[src/rtl/hazard_pkg.sv]
// Shared encodings for the MINI-RISC hazard controller.
package hazard_pkg;

  // write_mode encodings (E and W stages)
  localparam logic [1:0] WM_NONE = 2'b00;
  localparam logic [1:0] WM_RD   = 2'b01;
  localparam logic [1:0] WM_PAIR = 2'b10;

  // E-stage operand source selects
  localparam logic [1:0] FWD_RF = 2'b00;
  localparam logic [1:0] FWD_W0 = 2'b01;
  localparam logic [1:0] FWD_W1 = 2'b10;

  typedef enum logic [1:0] {
    ST_RUN    = 2'b00,
    ST_LSTALL = 2'b01,
    ST_FLUSH  = 2'b10,
    ST_HALT   = 2'b11
  } hz_state_e;

  // True when a writer with destination rd and mode wm produces register rs.
  // A pair write also produces rd+1, wrapping modulo 8.
  function automatic logic reg_hit(input logic [2:0] rs, input logic [2:0] rd,
                                   input logic [1:0] wm);
    return ((wm != WM_NONE) && (rs == rd)) ||
           ((wm == WM_PAIR) && (rs == 3'(rd + 3'd1)));
  endfunction

  // Operand select: the primary destination wins over the pair's second half.
  function automatic logic [1:0] fwd_sel(input logic [2:0] rs, input logic [2:0] rd,
                                         input logic [1:0] wm);
    if ((wm != WM_NONE) && (rs == rd))             return FWD_W0;
    else if ((wm == WM_PAIR) && (rs == 3'(rd + 3'd1))) return FWD_W1;
    else                                           return FWD_RF;
  endfunction

endpackage

[src/rtl/hazard_sat_counter.sv]
// Saturating up-counter used for the stall/flush performance counters.
module hazard_sat_counter #(
  parameter int CNT_W = 16
) (
  input  logic             clk,
  input  logic             reset_n,
  input  logic             inc,
  output logic [CNT_W-1:0] count
);

  logic [CNT_W-1:0] count_q, count_d;

  // Count up on inc, hold once all ones is reached.
  always_comb begin
    count_d = count_q;
    if (inc && (count_q != {CNT_W{1'b1}})) count_d = count_q + 1'b1;
  end

  // Counter register.
  always_ff @(posedge clk or negedge reset_n) begin
    if (!reset_n) count_q <= '0;
    else          count_q <= count_d;
  end

  assign count = count_q;

endmodule

[src/rtl/hazard_controller.sv]
// Stall/flush/forwarding control for the F/D/E/W MINI-RISC pipeline.
module hazard_controller
  import hazard_pkg::*;
#(
  parameter int LOAD_LATENCY = 1,
  parameter int FLUSH_CYCLES = 1,
  parameter int CNT_W        = 16
) (
  input  logic             clk,
  input  logic             reset_n,
  input  logic [2:0]       rs1_D,
  input  logic [2:0]       rs2_D,
  input  logic             rs1_used_D,
  input  logic             rs2_used_D,
  input  logic [2:0]       rd_E,
  input  logic [1:0]       write_mode_E,
  input  logic             mem_read_E,
  input  logic             branch_taken_E,
  input  logic [2:0]       rs1_E,
  input  logic [2:0]       rs2_E,
  input  logic [2:0]       rd_W,
  input  logic [1:0]       write_mode_W,
  input  logic             halt_req,
  output logic             stall_F,
  output logic             flush_F,
  output logic             flush_D,
  output logic [1:0]       fwd_a_sel,
  output logic [1:0]       fwd_b_sel,
  output logic             busy,
  output logic [CNT_W-1:0] stall_count,
  output logic [CNT_W-1:0] flush_count
);

  hz_state_e  state_q, state_d;
  logic [3:0] cnt_q, cnt_d;
  logic       stall_c, flush_f_c, flush_d_c;
  logic       load_use;

  assign load_use = mem_read_E &
                    ((rs1_used_D & reg_hit(rs1_D, rd_E, write_mode_E)) |
                     (rs2_used_D & reg_hit(rs2_D, rd_E, write_mode_E)));

  // Next state and raw controls; a taken branch overrides every state.
  always_comb begin
    state_d   = state_q;
    cnt_d     = cnt_q;
    stall_c   = 1'b0;
    flush_f_c = 1'b0;
    flush_d_c = 1'b0;
    if (branch_taken_E) begin
      flush_f_c = 1'b1;
      flush_d_c = 1'b1;
      if (FLUSH_CYCLES > 1) begin
        state_d = ST_FLUSH;
        cnt_d   = 4'(FLUSH_CYCLES - 1);
      end else begin
        state_d = ST_RUN;
      end
    end else begin
      case (state_q)
        ST_RUN: begin
          if (halt_req) begin
            stall_c   = 1'b1;
            flush_d_c = 1'b1;
            state_d   = ST_HALT;
          end else if (load_use) begin
            stall_c   = 1'b1;
            flush_d_c = 1'b1;
            if (LOAD_LATENCY > 1) begin
              state_d = ST_LSTALL;
              cnt_d   = 4'(LOAD_LATENCY - 1);
            end
          end
        end
        ST_LSTALL: begin
          stall_c   = 1'b1;
          flush_d_c = 1'b1;
          if (cnt_q == 4'd1) state_d = ST_RUN;
          else               cnt_d   = cnt_q - 4'd1;
        end
        ST_FLUSH: begin
          flush_f_c = 1'b1;
          if (cnt_q == 4'd1) state_d = ST_RUN;
          else               cnt_d   = cnt_q - 4'd1;
        end
        ST_HALT: begin
          if (halt_req) begin
            stall_c   = 1'b1;
            flush_d_c = 1'b1;
          end else begin
            state_d = ST_RUN;
          end
        end
        default: state_d = ST_RUN;
      endcase
    end
  end

  // FSM state and residual cycle count.
  always_ff @(posedge clk or negedge reset_n) begin
    if (!reset_n) begin
      state_q <= ST_RUN;
      cnt_q   <= '0;
    end else begin
      state_q <= state_d;
      cnt_q   <= cnt_d;
    end
  end

  // Outputs are forced low while reset is held; flush beats stall.
  assign flush_F   = reset_n & flush_f_c;
  assign stall_F   = reset_n & stall_c & ~flush_f_c;
  assign flush_D   = reset_n & flush_d_c;
  assign busy      = reset_n & (state_q != ST_RUN);
  assign fwd_a_sel = {2{reset_n}} & fwd_sel(rs1_E, rd_W, write_mode_W);
  assign fwd_b_sel = {2{reset_n}} & fwd_sel(rs2_E, rd_W, write_mode_W);

  hazard_sat_counter #(.CNT_W(CNT_W)) u_stall_cnt (
    .clk    (clk),
    .reset_n(reset_n),
    .inc    (stall_F),
    .count  (stall_count)
  );

  hazard_sat_counter #(.CNT_W(CNT_W)) u_flush_cnt (
    .clk    (clk),
    .reset_n(reset_n),
    .inc    (branch_taken_E),
    .count  (flush_count)
  );

endmodule

[config.mk]
export PLATFORM = sky130hd
export DESIGN_NAME = hazard_controller
export DESIGN_NICKNAME = d
export VERILOG_FILES = /design/src/rtl/hazard_pkg.sv /design/src/rtl/hazard_sat_counter.sv /design/src/rtl/hazard_controller.sv
export SDC_FILE = /design/constraint.sdc
export NUM_CORES = 1
export LEC_CHECK = 0
export ABC_CLOCK_PERIOD_IN_PS = 4100
export BUFFER_PORTS_ARGS = -buffer_cell sky130_fd_sc_hd__buf_4
export CAP_MARGIN = 30
export CORE_MARGIN = 2
export CORE_UTILIZATION = 50
export CTS_CLUSTER_SIZE = 8
export DETAILED_ROUTE_END_ITERATION = 12
export PLACE_DENSITY = 0.79
export SLEW_MARGIN = 20
export SYNTH_ARGS = -nofsm -noshare
export SYNTH_HDL_FRONTEND = slang
export SYNTH_HIERARCHICAL = 1
export SYNTH_SLANG_ARGS = --single-unit
[constraint.sdc]
create_clock -name clk -period 4.1 [get_ports clk]
set_clock_uncertainty 0.2 [all_clocks]
set_input_delay 0.82 -clock clk [delete_from_list [all_inputs] [get_ports clk]]
set_output_delay 0.82 -clock clk [all_outputs]
set_load 0.005 [all_outputs]
=== Yosys cells after proc, flatten, opt, wreduce, memory -nomap -nowiden ===
Index checks and enable logic that the tools add are counted.

* Mux-type cells: 17
* Equal/unequal tests: 19
* Bitwise logic cells: 14
* Reduce and logical (&&, ||, !) cells: 19
* Add/subtract/negate cells: 5

{| class="wikitable"
|+ Operators by type and width
! operator !! count
|-
| $add A16 B1 Y16 const B || 2
|-
| $ne A16 B16 Y1 const B || 2
|-
| $eq A3 B3 Y1 || 8
|-
| $mux W2 || 8
|-
| $logic_and A1 B1 Y1 || 10
|-
| $and A1 B1 Y1 || 8
|-
| $eq A2 B2 Y1 const B || 4
|-
| $mux W1 || 7
|-
| $add A3 B1 Y3 const B || 2
|-
| $ne A3 B3 Y1 const B || 2
|-
| $pmux W2 S3 || 1
|-
| $reduce_and A3 Y1 || 2
|-
| $reduce_bool A2 Y1 || 3
|-
| $and A2 B2 Y2 || 2
|-
| $eq A4 B1 Y1 const B || 1
|-
| $sub A4 B1 Y4 const B || 1
|-
| $ne A3 B1 Y1 const B || 1
|-
| $not A1 Y1 || 3
|-
| $pmux W1 S3 || 1
|-
| $eq A2 B1 Y1 const B || 1
|-
| $logic_not A2 Y1 || 1
|-
| $logic_or A1 B1 Y1 || 2
|-
| $reduce_or A2 Y1 || 1
|-
| $or A1 B1 Y1 || 1
|}

* Bits of input ports: 29
* Bits in registers: 38
* Output and inout bits: 40

=== Longest topological paths before layout ===
* Depth in word-level cells: 14
* Depth in mapped cells: 9
* Depth with buffers taken out: 9

=== Cells and area by module ===
The synthesis kept the hierarchy.

{| class="wikitable"
|+ Modules (own cells, without submodules)
! module !! area each (µm²) !! sequential area each (µm²) !! instances !! cells each
|-
| hazard_sat_counter || 859.6 || 400.4 || 2 || 72
|-
| hazard_controller || 434.2 || 25.0 || 1 || 51
|}

=== Worst setup path after synthesis ===
Ideal clock, no wire load.

* Kind: input-to-reg
* Start point: input rd_E[0]
* End point: register u_stall_cnt.count_q[5] (netlist: u_stall_cnt/count[5])
* Setup time: 0.119 ns
* Arrival time: 2.770 ns
* Required time: 3.781 ns
* Stages: 9
* Path slack: 1.011 ns
* Cells stage by stage: ha_1 > xor2_1 > nor4_2 > nor2_1 > a21oi_1 > and3_1 > and4_2 > o211ai_1 > o21a_1

* Cells in the longest elaborated chain, start to end: 14
* Elaborated cells between the ends (all ways): 22

{| class="wikitable"
|+ Ends and longest elaborated chain
! item !! line !! RTL
|-
| start: declaration || hazard_controller.sv:15 || <nowiki>input logic [2:0] rd_E,</nowiki>
|-
| $add A3 B1 Y3 || hazard_pkg.sv:26 || <nowiki>((wm == WM_PAIR) && (rs == 3'(rd + 3'd1)));</nowiki>
|-
| $eq A3 B3 Y1 || hazard_pkg.sv:26 ||
|-
| $logic_and A1 B1 Y1 || hazard_pkg.sv:26 ||
|-
| $logic_or A1 B1 Y1 || hazard_pkg.sv:25 || <nowiki>return ((wm != WM_NONE) && (rs == rd)) ||</nowiki>
|-
| $and A1 B1 Y1, on equally long branches || hazard_controller.sv:40, hazard_controller.sv:41 ||
|-
| $or A1 B1 Y1 * || hazard_controller.sv:40 || <nowiki>((rs1_used_D & reg_hit(rs1_D, rd_E, write_mode_E)) |</nowiki>
|-
| $and A1 B1 Y1 * || hazard_controller.sv:39 || <nowiki>assign load_use = mem_read_E &</nowiki>
|-
| $mux W1 * || hazard_controller.sv:66 || <nowiki>end else if (load_use) begin</nowiki>
|-
| $mux W1 * || hazard_controller.sv:62 || <nowiki>if (halt_req) begin</nowiki>
|-
| $pmux W1 S3 * || hazard_controller.sv:60 || <nowiki>case (state_q)</nowiki>
|-
| $mux W1 * || hazard_controller.sv:50 || <nowiki>if (branch_taken_E) begin</nowiki>
|-
| $and A1 B1 Y1 * (2 in series) || hazard_controller.sv:112 || <nowiki>assign stall_F = reset_n & stall_c & ~flush_f_c;</nowiki>
|-
| via stall_F || hazard_controller.sv:24 || <nowiki>output logic stall_F,</nowiki>
|-
| $logic_and A1 B1 Y1 * || hazard_sat_counter.sv:16 || <nowiki>if (inc && (count_q != {CNT_W{1'b1}})) count_d = count_q + 1'b1;</nowiki>
|-
| end signal: assignment || hazard_sat_counter.sv:22 || <nowiki>else count_q <= count_d;</nowiki>
|-
| end: declaration || hazard_sat_counter.sv:11 || <nowiki>logic [CNT_W-1:0] count_q, count_d;</nowiki>
|}

The timed path passes the listed nets; every way through them passes the cells marked *.
A chain may end at the register's enable or synchronous reset.

=== Worst setup path after layout ===
* Start point: input rd_E[0]
* End point: output stall_F

* Cells in the longest elaborated chain, start to end: 13
* Elaborated cells between the ends (all ways): 21

{| class="wikitable"
|+ Ends and longest elaborated chain
! item !! line
|-
| $add A3 B1 Y3 || hazard_pkg.sv:26
|-
| $eq A3 B3 Y1 || hazard_pkg.sv:26
|-
| $logic_and A1 B1 Y1 || hazard_pkg.sv:26
|-
| $logic_or A1 B1 Y1 || hazard_pkg.sv:25
|-
| $and A1 B1 Y1, on equally long branches || hazard_controller.sv:40, hazard_controller.sv:41
|-
| $or A1 B1 Y1 * || hazard_controller.sv:40
|-
| $and A1 B1 Y1 * || hazard_controller.sv:39
|-
| $mux W1 * || hazard_controller.sv:66
|-
| $mux W1 * || hazard_controller.sv:62
|-
| $pmux W1 S3 * || hazard_controller.sv:60
|-
| $mux W1 * || hazard_controller.sv:50
|-
| $and A1 B1 Y1 * (2 in series) || hazard_controller.sv:112
|-
| end: declaration || hazard_controller.sv:24
|}

Every way passes the cells marked *; elsewhere a longest branch is shown, timed or not.

==> results.ini <==
[synth]
synth_cells=195
syn_nets=228
seq_area_frac_synth=0.383
ys_warn_count=6
synth-xor-area-share=0.156
syn_avg_cell_area_sq_um=11.0
synthMuxAreaShare=0.0105
ys_seq_elements=33
yosysUniqueCellTypes=38
synth_top_area_cell=dfrtp_1
synth_area_sq_um=2150
synth.most_common_cell=dfrtp_1
synth_top_family_by_area=simple AND/OR/NAND/NOR gates
ys.flop_type=dfrtp_1
synthAdderAreaFrac=0.0232
synth-compound-area-share=0.130
synthSimpleGateAreaFrac=0.297
synth.top_cell.area_share=0.383
async_flop_share=1.00
synth_edf_count=0
synth.area.top_cells=dfrtp_1 (38%), xnor2_1 (8.1%), xor2_1 (5.3%), nand4_1 (5.2%), nor4_4 (4.0%)
synthTopCellsByCount=dfrtp_1 (33), xnor2_1 (20), nand4_1 (18)

[setup_path]
cp_num_cells=7
crit_type=input pin to output port
cp_cell_sequence=buf_4, ha_1, xor2_1, nor4_2, nor2_1, a21oi_1, buf_4
cp-start-kind=input pin
startpoint=rd_E[0]
cpPeakStageDelay_ns=0.46
path_buf_inv=2
required_ns=3.08
r2r_start=state_q[0]
path_delay_family=compound AO/OA/AOI/OAI gates
worstPathMaxFanout=6
crit_path_end_kind=output port
r2r_cells=7
crit_slowest_cell=a21oi_1
endpoint=stall_F
cpMostUsedCell=buf_4
timing.rr.end=u_stall_cnt/count[14]
reg2reg_slack_ns=1.84
crit_arrival_ns=2.48

[floorplanning]
fp.dieW_um=69.6
dieArea_sq_um=4850
start_util=0.527
io_pins=69
rows=23
coreArea_sq_um=4090
die_h_um=69.6

[detailed_routing]
drc=0
drtIter0Drc=81
avgViaCountPerCell=5.87
wl_um=5080
wl_per_cell_um=15.8
dr_total_vias=1890
dr.pass1.iters=4
antenna_left=0

[timing]
drv_slew=0
max_freq_mhz=285
rsz0062_at_grt=no
fin_setup_tns_ns=0
period_minus_slack_ns=3.50
fin_hold_ws_ns=0.158
post-route-period-util=0.854
setup_viol=0
tightest_slew_ns=0.540
slew_headroom=0.640
hold_violations=0

[clock_network]
cts_post_setup_buffers_inserted=0
clockBufferDepth=2
clkTransAtPathRegs_ns=0.07
cts.sinks=33
cts_root_buffer=clkbuf_8
hold_buffers=0
insertion_delay_ns=0.29
cts_tree=done
htree_levels=2
numCtsBuffers=5
cts_resized=0

[layout]
fin_area_sq_um=2870
final_cell_count_no_fill=322
syn_to_final_growth_pct=33.2
antennaDiodeCount=0
final_nets=304
drive_gt1_frac=0.360

[power_and_ir_drop]
power_frac_comb=0.251
clkPwrFrac=0.331
internal-power_mw=0.772
power.density_nw_per_um2=386
p_sw_mw=0.333
vdd_drop_max_v=0.000302
power.static_leakage_nw=1.32
fin_total_pwr_mw=1.11
sw_frac_of_total=0.302
seq_power_share=0.419

[place]
place_inst=314
place.gp.congestion=0.803
post-dp-hpwl_um=3740
placed_area_sq_um=2730
io_buffers=68

[job]
maxCapViolCount=0

[grt]
grt_pass1_wl_um=8690
grt_max_degree=26
antenna_found_initial=0
grt_use_total=0.220
first_global_vias=1844
grt_overflow_total=0

[min_path]
worst_hold_path_type=input pin to asynchronous set/reset pin

[outcome]
status=completed

==> worst min-delay path by stage <==
| stage | cells past startpoint | slack [ns] | to | startpoint |
|---|---|---|---|---|
| floorplan | 1 | 0.30 | u_flush_cnt/count[15] | u_flush_cnt/count[15] |
| detailed placement | 1 | 0.31 | u_stall_cnt/count[15] | u_stall_cnt/count[15] |
| finish | 1 | 0.16 | u_flush_cnt/count[11] | reset_n |
| global route | 1 | 0.17 | u_flush_cnt/count[11] | reset_n |
| global placement | 1 | 0.31 | u_flush_cnt/count[15] | u_flush_cnt/count[15] |
| CTS | 1 | 0.16 | u_flush_cnt/count[13] | reset_n |
==> power groups by stage <==
| stage | clock [mW] | sequential (mW) | combinational, mW |
|---|---|---|---|
| finish | 0.366 | 0.463 | 0.277 |
| global route | 0.385 | 0.473 | 0.308 |
| CTS | 0.372 | 0.463 | 0.280 |
| detailed placement | 0 | 0.468 | 0.278 |
| global placement | 0 | 0.468 | 0.274 |
| floorplan | 0 | 0.457 | 0.130 |
==> through the flow <==
step | util | worst slack (ns)
2_1_floorplan | - | 1.01
3_3_place_gp | 0.669 | 0.625
3_5_place_dp | 0.669 | 0.617
4_1_cts | 0.702 | 0.600
5_1_grt | 0.702 | 0.387
6_report | 0.702 | 0.597
==> registers in the layout (all words and copies together), names as in the netlist <==
signal             cells
u_flush_cnt/count     16
u_stall_cnt/count     16
state_q                1
==> placed cells by master, fill, tap and decap left out, drive strengths merged, types with 8 or more instances in the layout <==
cell type  netlist  final
buf              0     69
nand4           22     22
xnor2           20     20
xor2            13     13
nand2           10     10
nand3           12     12
o21a            11     11
a21oi            8      8
dfrtp           33     33
==> layout make-up <==
class | count | area, sq um
Multi-Input combinational cell | 162 | 1330
Fill cell | 333 | 1220
Sequential cell | 33 | 826
Timing Repair Buffer | 69 | 518
Clock buffer | 5 | 68.8
Clock inverter | 3 | 65.1
Tap cell | 50 | 62.6
==> routing by layer <==
metal	wire length (um)	up-vias	GRT usage
met5	0	-	0
met2	2340	68	0.344
met1	2330	903	0.298
li1	-	910	-
met3	333	9	0.0509
met4	72	0	0.0812
==> logic make-up after synthesis <==
| kind of cell | after synthesis |
|---|---|
| simple gates | 83 |
| mux | 2 |
| fa+ha+maj | 4 |
| flops | 33 |
| xor+xnor | 35 |
| compound gates | 38 |
Power figures use the tool's default switching activity.
